==> config.mk <==
export PLATFORM = sky130hd
export DESIGN_NAME = uart_cmd_rx
export DESIGN_NICKNAME = d
export VERILOG_FILES = /design/src/rtl/uart_cmd_rx.sv
export SDC_FILE = /design/constraint.sdc
export NUM_CORES = 1
export LEC_CHECK = 0
export CAP_MARGIN = 20
export CELL_PAD_IN_SITES_DETAIL_PLACEMENT = 0
export CELL_PAD_IN_SITES_GLOBAL_PLACEMENT = 1
export CORE_ASPECT_RATIO = 0.75
export CORE_MARGIN = 5
export CORE_UTILIZATION = 36
export DETAILED_ROUTE_END_ITERATION = 8
export PLACE_DENSITY_LB_ADDON = 0.25
export SETUP_SLACK_MARGIN = 0.4
export SLEW_MARGIN = 20
export SYNTH_ARGS = -nofsm -noshare
export SYNTH_HDL_FRONTEND = slang
export SYNTH_SLANG_ARGS = --single-unit
==> constraint.sdc <==
create_clock -name clk -period 5.5 [get_ports clk]
set_input_delay 1.1 -clock clk [delete_from_list [all_inputs] [get_ports clk]]
set_output_delay 1.1 -clock clk [all_outputs]
set_load 0.01 [all_outputs]
==> src/rtl/uart_cmd_rx.sv <==
// rtl/uart_cmd_rx.sv - ASCII "R<n>:<hex>" line decoder producing register-write strobes
//
// Ports:
//   clk, rst     clock, synchronous active-high reset
//   i_rx_data    received byte, qualified by i_rx_valid
//   i_rx_valid   one-cycle pulse per received byte
//   o_wr_stb     one-cycle pulse, o_wr_addr/o_wr_data hold a new command
//   o_wr_addr    decoded register number (held until the next strobe)
//   o_wr_data    decoded data, right-justified, zero-extended (held)
//   o_err        one-cycle pulse, a malformed line was discarded
//   o_busy       a line is partially received
module uart_cmd_rx #(
  parameter int DATA_W  = 16,
  parameter int NUM_NIB = DATA_W / 4
) (
  input  logic              clk,
  input  logic              rst,
  input  logic [7:0]        i_rx_data,
  input  logic              i_rx_valid,
  output logic              o_wr_stb,
  output logic [1:0]        o_wr_addr,
  output logic [DATA_W-1:0] o_wr_data,
  output logic              o_err,
  output logic              o_busy
);

  localparam int CNT_W = $clog2(NUM_NIB + 1);

  typedef enum logic [2:0] {
    S_IDLE,
    S_REG,
    S_COLON,
    S_DATA,
    S_ERR
  } state_t;

  state_t            state_q, state_d;
  logic [DATA_W-1:0] shift_q, shift_d;
  logic [CNT_W-1:0]  cnt_q, cnt_d;
  logic [1:0]        addr_q, addr_d;      // register number of the line in progress
  logic [1:0]        wr_addr_q, wr_addr_d;
  logic [DATA_W-1:0] wr_data_q, wr_data_d;
  logic              wr_stb_q, wr_stb_d;
  logic              err_q, err_d;

  logic       is_term;
  logic       is_hex;
  logic [3:0] nib;
  logic       is_regnum;

  // Character classification. Bytes with bit 7 set never match any class.
  always_comb begin
    is_term   = (i_rx_data == 8'h0D) || (i_rx_data == 8'h0A);
    is_hex    = 1'b0;
    nib       = 4'h0;
    is_regnum = (i_rx_data >= 8'h30) && (i_rx_data <= 8'h33);
    if (i_rx_data >= 8'h30 && i_rx_data <= 8'h39) begin
      is_hex = 1'b1;
      nib    = i_rx_data[3:0];
    end else if ((i_rx_data >= 8'h41 && i_rx_data <= 8'h46) ||
                 (i_rx_data >= 8'h61 && i_rx_data <= 8'h66)) begin
      is_hex = 1'b1;
      nib    = i_rx_data[3:0] + 4'd9;   // 'A'/'a' have low nibble 1 -> 10
    end
  end

  always_comb begin
    state_d   = state_q;
    shift_d   = shift_q;
    cnt_d     = cnt_q;
    addr_d    = addr_q;
    wr_addr_d = wr_addr_q;
    wr_data_d = wr_data_q;
    wr_stb_d  = 1'b0;
    err_d     = 1'b0;
    if (i_rx_valid) begin
      case (state_q)
        S_IDLE: begin
          if (i_rx_data == 8'h52 || i_rx_data == 8'h72) state_d = S_REG;
          else if (!is_term)                            state_d = S_ERR;
        end
        S_REG: begin
          if (is_regnum) begin
            state_d = S_COLON;
            addr_d  = i_rx_data[1:0];
          end else if (is_term) begin
            state_d = S_IDLE;
            err_d   = 1'b1;
          end else begin
            state_d = S_ERR;
          end
        end
        S_COLON: begin
          if (i_rx_data == 8'h3A) begin
            state_d = S_DATA;
            shift_d = '0;
            cnt_d   = '0;
          end else if (is_term) begin
            state_d = S_IDLE;
            err_d   = 1'b1;
          end else begin
            state_d = S_ERR;
          end
        end
        S_DATA: begin
          if (is_hex) begin
            if (cnt_q < CNT_W'(NUM_NIB)) begin
              shift_d = (shift_q << 4) | DATA_W'(nib);
              cnt_d   = cnt_q + 1'b1;
            end else begin
              state_d = S_ERR;
            end
          end else if (is_term) begin
            state_d = S_IDLE;
            if (cnt_q != '0) begin
              wr_stb_d  = 1'b1;
              wr_addr_d = addr_q;
              wr_data_d = shift_q;
            end else begin
              err_d = 1'b1;
            end
          end else begin
            state_d = S_ERR;
          end
        end
        S_ERR: begin
          if (is_term) begin
            state_d = S_IDLE;
            err_d   = 1'b1;
          end
        end
        default: state_d = S_IDLE;
      endcase
    end
  end

  always_ff @(posedge clk) begin
    if (rst) begin
      state_q   <= S_IDLE;
      shift_q   <= '0;
      cnt_q     <= '0;
      addr_q    <= '0;
      wr_addr_q <= '0;
      wr_data_q <= '0;
      wr_stb_q  <= 1'b0;
      err_q     <= 1'b0;
    end else begin
      state_q   <= state_d;
      shift_q   <= shift_d;
      cnt_q     <= cnt_d;
      addr_q    <= addr_d;
      wr_addr_q <= wr_addr_d;
      wr_data_q <= wr_data_d;
      wr_stb_q  <= wr_stb_d;
      err_q     <= err_d;
    end
  end

  assign o_wr_stb  = wr_stb_q;
  assign o_wr_addr = wr_addr_q;
  assign o_wr_data = wr_data_q;
  assign o_err     = err_q;
  assign o_busy    = (state_q != S_IDLE);

endmodule

### After elaboration in Yosys (flattened, before gate mapping)

Index checks and enable logic that the tools add are counted.
Widths: inputs -> output; s select.

| word-level totals | value |
|---|---|
| flip-flop bits (word level) | 44 |
| input bits | 11 |
| output and inout port bits | 21 |

| operators by class | value |
|---|---|
| $add $sub $neg | 2 |
| magnitude comparators | 8 |
| equality and inequality tests | 15 |
| multiplexer cells | 29 |
| bitwise gates (word level) | 5 |
| reductions and logical operators | 17 |

Operator list:

| operator | number |
|---|---|
| $mux 16 | 3 |
| $mux 3 | 11 |
| $pmux 16 s2 | 1 |
| $eq 8x4->1 const B | 2 |
| $eq 8x7->1 const B | 2 |
| $ge 8x7->1 const B | 2 |
| $le 8x6->1 const B | 2 |
| $le 8x7->1 const B | 2 |
| $or 16x4->16 | 1 |
| $pmux 3 s5 | 1 |
| $reduce_and 5->1 | 2 |
| $mux 1 | 9 |
| $eq 8x6->1 const B | 1 |
| $ge 8x6->1 const B | 1 |
| $mux 4 | 2 |
| $ne 2x2->1 const B | 4 |
| $eq 3x2->1 const B | 2 |
| $ne 3x3->1 const B | 2 |
| $pmux 3 s2 | 1 |
| $reduce_bool 3->1 | 2 |
| $reduce_or 5->1 | 1 |
| $add 4x4->4 const B | 1 |
| $logic_and 1x1->1 | 4 |
| $not 1->1 | 4 |
| 11 further kinds | 13 |

### Longest topological paths before layout

| logic depth | value |
|---|---|
| word-level depth | 9 |
| gate-level depth with buffers | 9 |

### Worst setup path before layout

No wires, ideal clock.

| path | value |
|---|---|
| kind | input to register |
| from | input port i_rx_data[1] |
| to | register wr_addr_q[0] (netlist: o_wr_addr[0]) |
| setup time | 0.072 ns |
| data arrival time | 2.748 ns |
| data required time | 5.428 ns |
| setup slack | 2.680 ns |
| stages | 8 |
| path through | inv_1 ha_1 o311a_4 or2_4 nor4_4 buf_6 buf_12 mux2i_1 |

| on the way | value |
|---|---|
| longest elaborated chain between the ends | 7 |
| elaborated cells on any way between the ends | 17 |
| classes of those cells | 6 x order compare; 2 x eq/ne; 2 x mux; 1 x bitwise; 6 x reduce/logical |

Ends and longest elaborated chain:

| what | RTL line | RTL |
|---|---|---|
| from (decl) | 18 | `input logic [7:0] i_rx_data,` |
| $ge 8x7->1 (tied with other cells) | 60 | `end else if ((i_rx_data >= 8'h41 && i_rx_data <= 8'h46) \|\|` |
| $logic_and 1x1->1 (on tied branches) | 60, 61 |  |
| $logic_or 1x1->1 | 60 |  |
| $mux 1 | 60 |  |
| $mux 1 | 57 | `if (i_rx_data >= 8'h30 && i_rx_data <= 8'h39) begin` |
| $not 1->1 (no line) | - |  |
| $reduce_and 5->1 (no line) * | - |  |
| to (signal assigned) | 152 | `wr_addr_q <= wr_addr_d;` |
| to (decl) | 41 | `logic [1:0] wr_addr_q, wr_addr_d;` |

Mark *: on every way between the ends. The rest lies on a longest branch, timed or not.
A chain may end at the register's enable or synchronous reset.

### Worst setup path in the final report

| path | value |
|---|---|
| from | input port i_rx_data[1] |
| to | register cnt_q[0] |

| on the way | value |
|---|---|
| longest elaborated chain between the ends | 7 |
| elaborated cells on any way between the ends | 16 |
| classes of those cells | 6 x order compare; 3 x eq/ne; 2 x mux; 5 x reduce/logical |

Ends and longest elaborated chain:

| what | RTL line | RTL |
|---|---|---|
| $ge 8x7->1 (tied with other cells) | 60 |  |
| $logic_and 1x1->1 (on tied branches) | 60, 61 |  |
| $logic_or 1x1->1 | 60 |  |
| $mux 1 | 60 |  |
| $mux 1 | 57 |  |
| $ne 2x2->1 (no line) | - |  |
| $reduce_and 5->1 (no line) * | - |  |
| to (signal assigned) | 150 | `cnt_q <= cnt_d;` |
| to (decl) | 39 | `logic [CNT_W-1:0] cnt_q, cnt_d;` |

Marked as above.

==> summary.md <==
| Metric | Value |
|---|---|
| Outcome | finished clean |
| Portion of total power attributed to combinational logic | 6.8% |
| First-pass GRT wire length | around 7600 um |
| Starting density of the core | 37.4% |
| Transition at the pin with the smallest max-transition slack | ~0.98 ns |
| Number of top-level pins | 32 |
| Buffers on Ports | 31 |
| Post-cts resize count | 0 |
| Layout overhead on the synthesized area | 20.4% |
| CTS root buf | clkbuf_8 |
| Total number of clock tree sinks | 44 |
| Critical path, cell by cell | clkdlybuf4s50_1 -> inv_1 -> ha_1 -> o21bai_1 -> a21oi_2 -> o21ai_1 -> nor3_2 -> mux2_2 |
| Hold Buf Count CTS | 0 |
| Leakage | 0.000879 uW |
| Setup bufs post-CTS | 0 |
| Hold Startpoint | o_wr_addr[1] |
| Synthesized cell area | 2200 um2 |
| Number of vias in the routed layout | roughly 1700 |
| Ratio of total power to cell area | 236 nW/um2 |
| Final critical delay including setup and external delays | 3.43 ns |
| Number of diodes | 0 |
| Slowest cell on the critical path | nor3_2 |
| Fraction of power spent switching nets | 21.8% |
| Category of the most critical setup path | in -> reg |
| Number of buffers inserted during clock tree synthesis | 5 |
| Internal cell power | 490 uW |
| Post-synthesis sequential area ratio | between 30% and 40% |
| Slew Limit Fails | 0 |
| Horizontal die dimension | between 100 and 150 um |
| Min-Delay Path Class | reg -> reg |
| Via count of the first global-routing pass | between 1500 and 2000 |
| Layout cell share with drive strength beyond 1 | under 10% |
| Vertical die dimension | 77.8 um |
| Distinct cell type count of the synthesized netlist | between 40 and 50 |
| Most frequent cells in the layout | 44 x dfxtp_1, 37 x nand2b_1, 31 x clkdlybuf4s50_1, 24 x mux2i_1, 15 x a22o_1 |
| Period Utilization, post-route | between 60% and 70% |
| Detail Placement HPWL | 3220 um |
| Number of antenna violations at the first check in global routing | 0 |
| Post-synthesis register bit count | 44 |
| WL final | 4510 um |
| CTS tree | built |
| Syn Inst Count | 223 |
| Share of flip-flops with an asynchronous set or reset after synthesis | 0% |
| All-Layer GR Usage | 12.0% |
| Cell family with the largest share of critical-path delay | simple AND/OR/NAND/NOR gates |
| FP Rows | 24 |
| Register-to-register path setup slack | 3.20 ns |
| WP buf/inv | 2 |
| Mean instance size in the synthesized netlist | 9.88 um2 |
| Final setup violation count | 0 |
| Most common flop cell mapped by yosys | dfxtp_1 |
| Largest stage delay, worst path | 0.81 ns |
| Worst-Skew Late Latency | ~0.29 ns |
| Yosys synthesis warning count | 0 |
| Worst endpoint required time | 5.74 ns |
| Net switching power of the design | 137 uW |
| Gr ovfl total | 0 |
| Reg power frac | 51.4% |
| Maximum number of pins on one net before global-route repair | 48 |
| Number of iterations in the first detailed-routing pass | 4 |
| Start point of the critical path | i_rx_data[1] |
| Final WS setup | 2.07 ns |
| Setup repair after global routing missed its margin | false |
| CP Max Fanout | 16 |
| Remaining DRCs | 0 |
| Most common cell after layout, fill and taps aside | dfxtp_1 |
| Worst Setup End Kind | flip-flop |
| Die area | 7800 um2 |
| Clock skew | 0.00466 ns |
| Part of the power in the clock network | 41.8% |
| Type of origin of the critical path | input port |
| Wire length per cell after detailed routing | 13.8 um |
| Number of enable-type register cells in the synthesized netlist | 0 |
| Max-cap check violation count | 0 |
| Final total negative setup slack | 0 ns |
| Critical R2R Launch | state_q[1] |
| Drt initial violations | 84 |
| Count of nets after finishing | ~270 |
| Net count after synthesis | 241 |
| Std-Cell Core Area | 5890 um2 |
| Longest Clk Path Bufs | 2 |
| RD Place Congestion | 0.889 |
| Clock Pin Slew Worst Setup and Hold Paths | about 0.09 ns |
| Count of nets left with antenna violations after detail routing | 0 |
| Arrival time at the worst endpoint | 3.67 ns |
| Final hold vios | 0 |
| Maximum frequency from static timing analysis | between 0.2 and 0.3 GHz |
| Worst setup slack before clock tree synthesis | 1.78 ns |
| Worst voltage drop across the vdd grid | 0.114 mV |
| Relative max-transition margin | 34.6% |
| H-tree lvl count | 2 |
| Avg Vias per Cell | 5.12 |
metrics by stage:
step | power, uW | hold slack [ns] | instances | utilization (%) | cell area (um2)
after floorplan | 357 | 0.443 | 223 | - | 2200
after global placement | 373 | 0.460 | 319 | 43.0 | 2530
after detailed placement | 372 | 0.463 | 319 | 43.0 | 2530
after CTS | 636 | 0.483 | 327 | 45.1 | 2650
after global routing | 652 | 0.496 | 327 | 45.1 | 2650
final | 626 | 0.476 | 327 | 45.1 | 2650
worst reg2reg max path: stages, from the launching register on:
cell	delay, ns
dfxtp_1	0.52
nand3b_1	0.31
nor2_1	0.16
o21ai_1	0.15
nor3_2	0.81
mux2_2	0.29
sequential cells by signal, indices dropped and copies added (netlist names):
register,cells
o_wr_data,16
shift_q,16
cnt_q,3
state_q,3
addr_q,2
o_wr_addr,2
o_err,1
o_wr_stb,1
synthesized netlist by cell type, types with 2 or more instances:
cell type	n	area (um2)
o21bai_1	2	15.0
ha_1	7	87.6
inv_1	7	26.3
nand2b_1	37	231
mux2_2	3	33.8
o31a_1	2	17.5
nor2_1	12	45.0
nand3b_1	2	15.0
nand2_1	6	22.5
a211o_1	2	17.5
a22o_1	15	131
a31oi_1	2	12.5
nor4b_1	2	17.5
o311ai_0	2	17.5
dfxtp_1	44	881
mux2i_1	24	240
and3_1	2	12.5
nor3_1	2	10.0
o21ai_0	8	40.0
buf_6	2	22.5
a21o_1	2	15.0
nor3b_1	2	15.0
buf_2	2	10.0
clkbuf_1	8	30.0
nand3_1	4	20.0
routing by layer:
metal	GRT usage [%]	share of wire, %	vias to the layer above
li1	-	-	847
met1	17.4	51	793
met2	17.5	44	32
met3	3.23	4.7	2
met4	3.63	0.53	0
met5	0	0	-
layout make-up:
class | instances | area (um2)
fillers | 585 | 3230
multi-input cells | 157 | 1200
flip-flops and latches | 44 | 881
repair buffers | 33 | 325
well taps | 78 | 97.6
clock buffers | 6 | 82.6
clock inverters | 2 | 38.8
inverters | 7 | 26.3
power groups by stage:
| stage | clock (uW) | sequential [uW] | combinational (uW) |
|---|---|---|---|
| 5_1_grt | 283 | 322 | 47.2 |
| 4_1_cts | 271 | 322 | 43.1 |
| 3_3_place_gp | 0 | 330 | 43.4 |
| 3_5_place_dp | 0 | 329 | 43.0 |
| 6_report | 262 | 322 | 42.6 |
| 2_1_floorplan | 0 | 327 | 29.8 |
path summary, 6_finish.rpt:
| kind | cells past startpoint | endpoint |
|---|---|---|
| setup / recovery | 8 | cnt_q[0] |
| hold / removal | 2 | o_wr_addr[1] |
| setup reg to reg | 5 | cnt_q[0] |
| hold reg to reg | 2 | o_wr_addr[1] |
cell families (layout without fill, tap and decap cells):
| logic type | Yosys count | after routing | share of synthesized area [%] |
|---|---|---|---|
| buffers and inverters | 22 | 48 | 5.51 |
| XOR/XNOR | 1 | 1 | 0.398 |
| AND/OR/NAND/NOR | 79 | 79 | 22.3 |
| multiplexers | 27 | 27 | 12.4 |
| adder cells (fa/ha/maj) | 7 | 7 | 3.97 |
| AO/OA/AOI/OAI | 43 | 43 | 15.4 |
| flip-flops | 44 | 44 | 40.0 |
No activity file was read; power rests on OpenSTA's default activity.
